===== config.mk =====
export PLATFORM = sky130hd
export DESIGN_NAME = branch_ctrl
export DESIGN_NICKNAME = d
export VERILOG_FILES = /design/src/rtl/branch_ctrl.sv
export SDC_FILE = /design/constraint.sdc
export NUM_CORES = 1
export LEC_CHECK = 0
export CAP_MARGIN = 20
export CORE_ASPECT_RATIO = 1.5
export CORE_MARGIN = 2
export CORE_UTILIZATION = 48
export CTS_CLUSTER_DIAMETER = 50
export CTS_CLUSTER_SIZE = 25
export DETAILED_ROUTE_END_ITERATION = 8
export GPL_TIMING_DRIVEN = 0
export MAX_ROUTING_LAYER = met4
export PLACE_DENSITY = 0.79
export SETUP_SLACK_MARGIN = 0.3
export SKIP_LAST_GASP = 1
export SYNTH_ARGS = -nofsm -noshare
export SYNTH_HDL_FRONTEND = slang
export SYNTH_SLANG_ARGS = --single-unit

===== constraint.sdc =====
create_clock -name clk -period 8.08 [get_ports clk]
set_clock_uncertainty 0.2 [all_clocks]
set_input_delay 2.02 -clock clk [delete_from_list [all_inputs] [get_ports clk]]
set_output_delay 2.02 -clock clk [all_outputs]
set_load 0.1 [all_outputs]

===== src/rtl/branch_ctrl.sv =====
`default_nettype none
// ============================================================================
// branch_ctrl : registered branch resolver with circular return-address stack
//               optional signed compares via BRANCH_SIGNED_CMP_EN  | Rev 1.0
// ============================================================================
module branch_ctrl #(
  parameter int WIDTH     = 16,
  parameter int ADDR_W    = 16,
  parameter int RAS_DEPTH = 8
) (
  input  logic                             clk,
  input  logic                             rst_n,
  input  logic                             in_valid,
  output logic                             in_ready,
  input  logic [WIDTH-1:0]                 a,
  input  logic [WIDTH-1:0]                 b,
  input  logic [2:0]                       func,
`ifdef BRANCH_SIGNED_CMP_EN
  input  logic                             cmp_signed,
`endif
  input  logic [ADDR_W-1:0]                pc,
  input  logic [ADDR_W-1:0]                target,
  output logic                             out_valid,
  input  logic                             out_ready,
  output logic                             taken,
  output logic [ADDR_W-1:0]                next_pc,
  output logic                             is_call,
  output logic                             is_ret,
  output logic [$clog2(RAS_DEPTH+1)-1:0]   ras_count,
  output logic                             ras_ovf,
  output logic                             ras_unf,
  input  logic                             flag_clr
);

  localparam int C_PW = $clog2(RAS_DEPTH);
  localparam int C_CW = $clog2(RAS_DEPTH+1);

  localparam logic [2:0] C_BEQ  = 3'b000;
  localparam logic [2:0] C_BNE  = 3'b001;
  localparam logic [2:0] C_BLT  = 3'b010;
  localparam logic [2:0] C_BLE  = 3'b011;
  localparam logic [2:0] C_BGT  = 3'b100;
  localparam logic [2:0] C_BGE  = 3'b101;
  localparam logic [2:0] C_CALL = 3'b110;

  logic [ADDR_W-1:0] r_stack [RAS_DEPTH];
  logic [C_PW-1:0]   r_ptr;

  logic              w_accept;
  logic              w_sgn;
  logic [WIDTH-1:0]  w_msb;
  logic              w_lt;
  logic              w_eq;
  logic              w_cond;
  logic              w_empty;
  logic              w_full;
  logic [ADDR_W-1:0] w_pc_inc;
  logic [ADDR_W-1:0] w_top;
  logic              w_taken;
  logic [ADDR_W-1:0] w_next;
  logic              w_call;
  logic              w_ret;
  logic              w_push;
  logic              w_pop;
  logic              w_set_ovf;
  logic              w_set_unf;

  assign in_ready = !out_valid || out_ready;
  assign w_accept = in_valid && in_ready;

`ifdef BRANCH_SIGNED_CMP_EN
  assign w_sgn = cmp_signed;
`else
  assign w_sgn = 1'b0;
`endif

  // Flipping both sign bits turns a two's-complement compare into an unsigned one.
  assign w_msb    = {w_sgn, {(WIDTH-1){1'b0}}};
  assign w_lt     = (a ^ w_msb) < (b ^ w_msb);
  assign w_eq     = (a == b);
  assign w_empty  = (ras_count == '0);
  assign w_full   = (ras_count == C_CW'(RAS_DEPTH));
  assign w_pc_inc = pc + ADDR_W'(1);
  assign w_top    = r_stack[r_ptr - C_PW'(1)];

  always_comb begin
    w_cond = 1'b0;
    case (func)
      C_BEQ:   w_cond = w_eq;
      C_BNE:   w_cond = !w_eq;
      C_BLT:   w_cond = w_lt;
      C_BLE:   w_cond = w_lt || w_eq;
      C_BGT:   w_cond = !(w_lt || w_eq);
      C_BGE:   w_cond = !w_lt;
      default: w_cond = 1'b0;
    endcase
  end

  always_comb begin
    w_taken   = 1'b0;
    w_next    = w_pc_inc;
    w_call    = 1'b0;
    w_ret     = 1'b0;
    w_push    = 1'b0;
    w_pop     = 1'b0;
    w_set_ovf = 1'b0;
    w_set_unf = 1'b0;
    if (func == C_CALL) begin
      w_taken   = 1'b1;
      w_next    = target;
      w_call    = 1'b1;
      w_push    = 1'b1;
      w_set_ovf = w_full;
    end else if (func == 3'b111) begin
      w_ret = 1'b1;
      if (w_empty) begin
        w_set_unf = 1'b1;
      end else begin
        w_taken = 1'b1;
        w_next  = w_top;
        w_pop   = 1'b1;
      end
    end else if (w_cond) begin
      w_taken = 1'b1;
      w_next  = target;
    end
  end

  always_ff @(posedge clk or negedge rst_n) begin
    if (!rst_n) begin
      out_valid <= 1'b0;
      taken     <= 1'b0;
      next_pc   <= '0;
      is_call   <= 1'b0;
      is_ret    <= 1'b0;
      ras_count <= '0;
      ras_ovf   <= 1'b0;
      ras_unf   <= 1'b0;
      r_ptr     <= '0;
    end else begin
      if (w_accept) begin
        out_valid <= 1'b1;
        taken     <= w_taken;
        next_pc   <= w_next;
        is_call   <= w_call;
        is_ret    <= w_ret;
      end else if (out_ready) begin
        out_valid <= 1'b0;
      end
      // A push onto a full stack overwrites the oldest slot; count saturates.
      if (w_accept && w_push) begin
        r_ptr <= r_ptr + C_PW'(1);
        if (!w_full) ras_count <= ras_count + C_CW'(1);
      end else if (w_accept && w_pop) begin
        r_ptr     <= r_ptr - C_PW'(1);
        ras_count <= ras_count - C_CW'(1);
      end
      ras_ovf <= (w_accept && w_set_ovf) || (ras_ovf && !flag_clr);
      ras_unf <= (w_accept && w_set_unf) || (ras_unf && !flag_clr);
    end
  end

  always_ff @(posedge clk) begin
    if (w_accept && w_push) r_stack[r_ptr] <= w_pc_inc;
  end

endmodule
`default_nettype wire


# After elaboration in Yosys (flattened, before gate mapping)
# Memory sizes are Yosys's and may differ from the RTL's.
# Cells that the tools add are included.
dict set report totals {
  regBits 29
  mem_bits_rw 128
  inputBits 72
  out_inout_bits 27
  elab_cells 74
  mem_count 1
}
# name words word_bits rd rd_ports_with_merged_regs wr line_no
set memory_table {}
lappend memory_table {r_stack 8 16 1 0 1 46} ;# logic [ADDR_W-1:0] r_stack [RAS_DEPTH];
dict set report classes {
  add_sub_neg 5
  order_cmp 1
  n_eq_ne 10
  mux 27
  n_reduce_logical 21
}
# op n
set ops {}
lappend ops {{16-bit 2-to-1 mux} 4}
lappend ops {{1-bit 2-to-1 mux} 17}
lappend ops {{16-bit by 1-bit adder with 16-bit output, second input constant} 1}
lappend ops {{16-bit == test} 1}
lappend ops {{16-bit < comparator} 1}
lappend ops {{3-bit == test, second input constant} 4}
lappend ops {{4-bit 2-to-1 mux} 3}
lappend ops {{1-bit logical AND} 7}
lappend ops {{3-bit by 2-bit == test with 1-bit output, second input constant} 2}
lappend ops {{3-bit 2-to-1 mux} 2}
lappend ops {{1-bit one-hot mux with 6 select lines} 1}
lappend ops {{1-bit zero test} 5}
lappend ops {{4-bit by 1-bit adder with 4-bit output, second input constant} 1}
lappend ops {{4-bit == test, second input constant} 1}
lappend ops {{4-bit zero test} 1}
lappend ops {{1-bit logical OR} 4}
lappend ops {{2-bit nonzero test} 2}
lappend ops {{4-bit by 1-bit subtractor with 4-bit output, second input constant} 1}
lappend ops {{3-bit by 1-bit adder with 3-bit output, second input constant} 1}
lappend ops {{3-bit by 1-bit == test with 1-bit output, second input constant} 1}
lappend ops {{3-bit zero test} 1}
lappend ops {{3-bit by 1-bit subtractor with 3-bit output, second input constant} 1}
lappend ops {{2-bit != test, second input constant} 1}
lappend ops {{2-bit AND reduction} 1}

# Longest topological paths before layout
# Gate-level depths: netlist of the first run.
dict set report depth {
  word_depth 7
  depth_mapped 13
  mapped_depth_nobuf 9
}

# Worst setup path before layout of the first run
# No wires, ideal clock.
dict set report synth_timing {
  path_kind {input to register}
  startpoint {input out_ready}
  endpoint {memory r_stack[0][0] (enable)}
  setup_time_ns 0.430
  t_arrival_ns 5.383
  required_ns 7.450
  path_slack_ns 2.067
  stages 6
  path_buffers 2
  cell_sequence {nand2b_1 > and2_1 > clkbuf_1 > nand2_1 > clkbuf_1 > nor4_1}
}
dict set report synth_between {
  elab_chain_cells 5
}
# item line_no
set synth_lines {}
lappend synth_lines {{start: declaration} 24} ;# input logic out_ready,
lappend synth_lines {{1-bit logical OR} 68} ;# assign in_ready = !out_valid || out_ready;
lappend synth_lines {{1-bit logical AND} 69} ;# assign w_accept = in_valid && in_ready;
lappend synth_lines {{1-bit logical AND} 164} ;# if (w_accept && w_push) r_stack[r_ptr] <= w_pc_inc;
lappend synth_lines {{1-bit 2-to-1 mux} 164}
lappend synth_lines {{1-bit 2-to-1 mux (implied by the code)} 164}
lappend synth_lines {{end: declaration} 46}
# No other way between the ends.

# Worst setup path in the final report of the first run
dict set report layout_timing {
  startpoint {input out_ready}
  endpoint {output in_ready}
}
dict set report layout_between {
  elab_chain_cells 1
}
# item line_no
set layout_lines {}
lappend layout_lines {{1-bit logical OR} 68}
lappend layout_lines {{end: declaration} 14} ;# output logic in_ready,
# No other way between the ends.

==> key figures, run 1 <==
Floorplanning
  – Die area: 16,100 um2
  – Row count: 55
  – Initial core utilization: 0.486
  – Die H: 155 um
  – Core Box Area: 14,900 um2
  – IO Pins: 99
  – Die width: 104 um

Setup path
  – R2R Path End: next_pc[2]$_DFFE_PN0P_
  – Worst EP required: 5.86 ns
  – Family with the most delay on the worst path: buffers and inverters
  – Worst Path Arrival: 3.80 ns
  – Startpoint Class: input port
  – R2r setup slk: 3.70 ns
  – Cell mode on critical path: clkdlybuf4s50_1
  – WS Path Type: in -> out
  – Crit Path Max Fanout: 4
  – Worst Setup EP: in_ready
  – RR Startpoint: r_ptr[0]$_DFFE_PN0P_
  – Critical path startpoint: out_ready
  – Critical path, cell by cell: clkdlybuf4s50_1, nand2b_1, clkdlybuf4s50_1
  – Instance count on the critical path: 3
  – Critical Path End Type: primary output
  – Slowest stage delay, CP: 1.16 ns
  – CP Buf/Inv Count: 2
  – Slowest-stage cell, CP: clkdlybuf4s50_1
  – Worst R2R Path Depth: 13

Hold path
  – Hold crit path type: reg -> reg

STA
  – Relative slew slack: 0.230
  – Final Max Slew Viols: 0
  – Maximum clock frequency: 166 MHz
  – Worst slew pin tran: 1.15 ns
  – Final hold vios: 0
  – Count of final setup violators: 0
  – RSZ-0062 raised after global routing: no
  – Fin crit share: 0.744
  – Final setup TNS: 0 ns
  – Post-layout minimum cycle time: 6.02 ns
  – PnR worst setup slack: 2.06 ns
  – Min Hold Slack: 0.286 ns

GRT
  – Largest net degree at the start of global routing: 20
  – Total GRT Usage: 0.253
  – Number of global-route vias before repair: 5,266
  – Number of antenna violations at the first check in global routing: 0
  – First-pass GRT wire length: 29,600 um
  – Gr ovfl total: 0

Clock tree
  – Setup Buffers After CTS: 0
  – Hold_buf cts: 0
  – Clk root buf: clkbuf_16
  – CTS buffer count: 17
  – CTS tree: yes
  – Clk slew on worst S/H paths: 0.07 ns
  – PostCTS Resize Cnt: 0
  – Clock Path Buffers: 2
  – H-tree depth: 4
  – Worst-Skew Late Latency: 0.43 ns
  – Clock sink total: 157

Synthesis
  – Synth warn: 0
  – Avg Cell Area, Syn: 14.5 um2
  – Post-Syn Area: 7260 um2
  – Top FF cell, synth: edfxtp_1
  – Post-synth EDFFs: 128
  – #FFs+latches synth: 157
  – Seq/Total Area, Yosys: 0.629
  – Syn Nets: 595
  – Fraction of registers with async set/reset: 0.185
  – Mapped Cells: 501
  – Synth unique cells: 46

Placed design
  – Setup Slack @ Placement: 2.08 ns
  – DP HPWL: 13,200 um
  – GPL Wtd Cong: 0.883
  – Port buffer count: 97
  – Placed cell count: 808
  – DP Area: 8660 um2

Finish
  – Multi-input logic area: 2530 um2
  – Most common cell after layout, fill and taps aside: edfxtp_1
  – Nets@finish: 722
  – Final instance area: 9270 um2
  – Most frequent cells in the layout: edfxtp_1, clkdlybuf4s50_1, nand2_1, mux4_2, dfrtp_1
  – Share of layout cells above drive strength 1: 0.156
  – # fillers: 1,049
  – Non-filler cells, final: 840
  – FF/Latch Area: 4570 um2
  – ANT cells: 0
  – Synth-to-Final Area Change: 27.7%
  – Final Util: 0.621

Power
  – Reg power frac: 0.328
  – Part of the power in the clock network: 0.283
  – Internal power: 1.91 mW
  – Net Switching: 1.07 mW
  – Sw Ratio: 0.359
  – Combinational Power Share: 0.390
  – Leakage Power: 3.30 nW
  – PD cells: 320 nW/um2
  – Tot Pwr: 2.97 mW
  – Maximum VDD drop: 274 uV

Drt
  – WL per Instance: 22.7 um
  – Via Count: 5,183
  – Routed WL: 19,100 um
  – Vias/cell: 6.17
  – Post-route ant nets: 0
  – Drt pass-1 iters: 5
  – DRC Markers: 0
  – Iteration-0 DRC Markers: 582

Flow run
  – Max-Cap Viols: 0

Status
  – Run status: complete, no violations
==> layer usage <==
metal | wire (um) | GRT usage
met1 | 7220 | 0.305
met2 | 9440 | 0.417
met3 | 1680 | 0.0480
met4 | 724 | 0.110
met5 | 0 | -
==> worst min path at each step <==
stage                                     from                    to  slack, ns  depth (start not counted)
final                       is_ret$_DFFE_PN0P_    is_ret$_DFFE_PN0P_       0.29                          2
after global placement     is_call$_DFFE_PN0P_   is_call$_DFFE_PN0P_       0.26                          2
after floorplan           r_ptr[2]$_DFFE_PN0P_  r_ptr[2]$_DFFE_PN0P_       0.36                          2
after global routing       is_call$_DFFE_PN0P_   is_call$_DFFE_PN0P_       0.33                          2
after CTS                   is_ret$_DFFE_PN0P_    is_ret$_DFFE_PN0P_       0.29                          2
after detailed placement    is_ret$_DFFE_PN0P_    is_ret$_DFFE_PN0P_       0.28                          2
==> flip-flops by register name (all words and copies together) (netlist names), 3 cells and up <==
signal     cells
r_stack      128
next_pc       16
ras_count      4
r_ptr          3
==> final cells by class <==
class / instances / share of cell area
Buffer: 23 / 0.0111
Clock buffer: 21 / 0.0486
Clock inverter: 11 / 0.0179
Inverter: 25 / 0.0101
Multi-Input combinational cell: 296 / 0.273
Sequential cell: 157 / 0.493
Tap cell: 199 / 0.0268
Timing Repair Buffer: 108 / 0.120
==> tightest hold or removal path, cell delays in order (launching register included) <==
cell     delay [ns]
dfrtp_1        0.35
nand2_1        0.05
o21ai_0        0.06
==> cell families (layout without fill, tap and decap cells) <==
kind of cell | Yosys count | count (layout) | share of synthesized area
buffers and inverters | 48 | 188 | 0.0271
xor gates and xnor gates | 22 | 22 | 0.0265
and+or+nand+nor | 114 | 114 | 0.0743
AOI/OAI and AO/OA | 89 | 89 | 0.0796
DFF | 157 | 157 | 0.629
muxes | 49 | 49 | 0.124
adders and majority gates | 22 | 22 | 0.0389
==> cell usage after synthesis, types with 9 or more instances <==
cell	number	area, um2
edfxtp_1	128	3840
nand2_1	37	139
mux4_2	32	721
dfrtp_1	29	726
a21oi_1	25	125
inv_1	24	90.1
nor2_1	22	82.6
ha_1	21	263
nand3_1	21	105
clkbuf_1	13	48.8
o21ai_0	12	60.1
xnor2_1	12	105
o22ai_1	10	62.6
xor2_1	10	87.6
mux2_2	9	101
==> power groups by stage <==
stage                     Clock, mW  Combinational, mW  Sequential (mW)
after global placement            0               1.11            0.982
final                         0.840               1.16            0.974
after floorplan                   0              0.608             1.21
after CTS                     0.841               1.15            0.972
after global routing          0.871               1.23            0.978
after detailed placement          0               1.14            0.987
No activity file was read; power rests on OpenSTA's default activity.
==> run 2: changes to the inputs <==
--- a/config.mk
+++ b/config.mk
@@ -14,7 +14,7 @@
 export DETAILED_ROUTE_END_ITERATION = 8
 export GPL_TIMING_DRIVEN = 0
 export MAX_ROUTING_LAYER = met4
-export PLACE_DENSITY = 0.79
+export PLACE_DENSITY = 0.82
 export SETUP_SLACK_MARGIN = 0.3
 export SKIP_LAST_GASP = 1
 export SYNTH_ARGS = -nofsm -noshare
==> constraint.sdc (replaced) <==
create_clock -name clk -period 5.5 [get_ports clk]
set_clock_uncertainty 0.2 [all_clocks]
set_input_delay 1.375 -clock clk [delete_from_list [all_inputs] [get_ports clk]]
set_output_delay 1.375 -clock clk [all_outputs]
set_load 0.1 [all_outputs]
==> run 2 against run 1 <==
Hold slack better by 0.0070 ns. Die area unchanged. Sequential share of layout area up 0.30 points. Final cell count down 0.24%. Utilization down 0.38 points. Flip-flop and latch count unchanged. First-iteration DRC count down 13%. Non-clock buffer count down 2. Critical path depth unchanged. Combinational power up 47%. Setup slack worse by 1.3 ns. Wire length down 0.61%.
==> key figures, run 2 (synthesis gave the netlist of run 1 again) <==
Drt
  – Vias/cell: 6.09 (-1.4%)
  – Routed WL: 18,900 um (-0.61%)
  – DRC Markers: 0 (unchanged)
  – Iteration-0 DRC Markers: 509 (-13%)
  – Post-route ant nets: 0 (unchanged)
  – Drt pass-1 iters: 5 (unchanged)
  – WL per Instance: 22.6 um (-0.37%)
  – Via Count: 5,100 (-1.6%)

Status
  – Run status: complete, no violations

STA
  – PnR worst setup slack: 0.778 ns (-1.29 ns)
  – Fin crit share: 0.859
  – Min Hold Slack: 0.293 ns (+0.00697 ns)
  – Maximum clock frequency: 212 MHz
  – Worst slew pin tran: 1.06 ns (-0.0833 ns)
  – Post-layout minimum cycle time: 4.72 ns
  – RSZ-0062 raised after global routing: no
  – Final Max Slew Viols: 0 (unchanged)
  – Final hold vios: 0 (unchanged)
  – Relative slew slack: 0.291 (+0.0610)
  – Count of final setup violators: 0 (unchanged)

Setup path
  – Worst R2R Path Depth: 10 (-3)
  – R2R Path End: next_pc[13]$_DFFE_PN0P_
  – Critical Path End Type: primary output
  – WS Path Type: in -> out
  – RR Startpoint: r_ptr[0]$_DFFE_PN0P_
  – R2r setup slk: 1.12 ns (-2.58 ns)
  – Crit Path Max Fanout: 4 (unchanged)
  – Worst EP required: 3.92 ns (-1.94 ns)
  – Startpoint Class: input port
  – Worst Path Arrival: 3.15 ns (-0.65 ns)

Hold path
  – Hold crit path type: reg -> reg
  – Endpoint, Worst Hold: is_call$_DFFE_PN0P_
  – Hold Crit Depth: 2 (unchanged)
  – HP Start: is_call$_DFFE_PN0P_

Finish
  – Max reg flops: 128 (unchanged)
  – Synth-to-Final Area Change: 27.0%
  – Nets@finish: 720 (-0.28%)
  – Most common cell after layout, fill and taps aside: edfxtp_1
  – ANT cells: 0 (unchanged)
  – Largest registers: r_stack (128), next_pc (16), ras_count (4)
  – Share of layout cells above drive strength 1: 0.156 (+0.000488)
  – Most frequent cells in the layout: edfxtp_1, clkdlybuf4s50_1, nand2_1, mux4_2, dfrtp_1
  – Biggest register: r_stack

Clock tree
  – H-tree depth: 4 (unchanged)
  – Worst-Skew Late Latency: 0.42 ns (about the same)
  – Clock Path Buffers: 2 (unchanged)
  – Clk slew on worst S/H paths: 0.07 ns (about the same)
  – CTS buffer count: 17 (unchanged)
  – Setup Buffers After CTS: 0 (unchanged)
  – Clock sink total: 157 (unchanged)
  – PostCTS Resize Cnt: 0 (unchanged)
  – CTS tree: yes
  – Clk root buf: clkbuf_16
  – Hold_buf cts: 0 (unchanged)

Placed design
  – Port buffer count: 97 (unchanged)
  – GPL Wtd Cong: 0.930 (+5.4%)
  – DP HPWL: 13,100 um (-1.1%)
  – Setup Slack @ Placement: 0.477 ns (-1.60 ns)

Floorplanning
  – Row count: 55 (unchanged)
  – Die area: 16,100 um2 (unchanged)
  – IO Pins: 99 (unchanged)
  – Die width: 104 um (unchanged)
  – Core Box Area: 14,900 um2 (unchanged)
  – Die H: 155 um (unchanged)
  – Initial core utilization: 0.486 (unchanged)

Power
  – Leakage Power: 3.24 nW (-1.7%)
  – Maximum VDD drop: 376 uV (+37%)
  – PD cells: 462 nW/um2 (+44%)

Flow run
  – Max-Cap Viols: 0 (unchanged)

GRT
  – Total GRT Usage: 0.251 (-0.00193)
  – First-pass GRT wire length: 29,600 um (-0.19%)
  – Gr ovfl total: 0 (unchanged)
  – Largest net degree at the start of global routing: 17 (-15%)
  – Number of antenna violations at the first check in global routing: 0 (unchanged)
  – Number of global-route vias before repair: 5,335 (+1.3%)
-- run 2: power by group --
group | internal (mW) | leakage [nW] | switching [mW]
clock | 0.629 | 0.257 | 0.487
combinational | 0.670 | 1.49 | 1.04
sequential | 1.36 | 1.49 | 0.0677
total | 2.66 | 3.24 | 1.60
-- run 2: routing by layer --
metal / global-route usage / wire, um / vias to the layer above
met5: - / 0 / -
li1: - / - / 2198
met1: 0.287 / 6970 / 2508
met2: 0.418 / 9720 / 335
met4: 0.116 / 616 / 0
met3: 0.0582 / 1650 / 59
-- run 2: metrics by stage --
stage          area (um2)  power, mW  std cells  TNS (ns)  utilization
2_1_floorplan        7270       2.67        501         0            -
3_3_place_gp         8490       3.07        797    -44.15        0.568
3_5_place_dp         8650       3.14        806         0        0.579
4_1_cts              9220       4.26        838         0        0.617
5_1_grt              9220       4.41        838         0        0.617
6_report             9220       4.26        838         0        0.617
-- run 2: worst max-delay path by stage --
| stage | startpoint | endpoint | slack [ns] | cells past startpoint |
|---|---|---|---|---|
| finish | out_ready | in_ready | 0.78 | 3 |
| global route | out_ready | r_stack[1][2]$_DFFE_PP_ | 0.66 | 8 |
| CTS | out_ready | in_ready | 0.78 | 3 |
| detailed placement | out_ready | r_stack[4][6]$_DFFE_PP_ | 0.48 | 8 |
| global placement | out_ready | r_stack[1][0]$_DFFE_PP_ | -0.72 | 7 |
| floorplan | out_ready | r_stack[4][0]$_DFFE_PP_ | 0.54 | 6 |
-- run 2: final cells by class --
class | instances | area (um2)
plain buffers | 23 | 103
fillers | 1075 | 5720
inverters | 25 | 93.8
flip-flops and latches | 157 | 4570
well taps | 199 | 249
multi-input cells | 296 | 2540
repair buffers | 106 | 1100
clock buffers | 17 | 425
clock inverters | 15 | 140
-- run 2: critical path, cell delays in order --
cell	delay, ns
clkdlybuf4s50_1	0.45
nand2b_1	0.16
clkdlybuf4s50_1	1.16
==> run 3: changes to the inputs <==
--- a/config.mk
+++ b/config.mk
@@ -10,7 +10,7 @@
 export CORE_MARGIN = 2
 export CORE_UTILIZATION = 48
 export CTS_CLUSTER_DIAMETER = 50
-export CTS_CLUSTER_SIZE = 25
+export CTS_CLUSTER_SIZE = 8
 export DETAILED_ROUTE_END_ITERATION = 8
 export GPL_TIMING_DRIVEN = 0
 export MAX_ROUTING_LAYER = met4
==> results of run 3 <==
The final DEF is identical to that of run 2; final timing and power are the same.
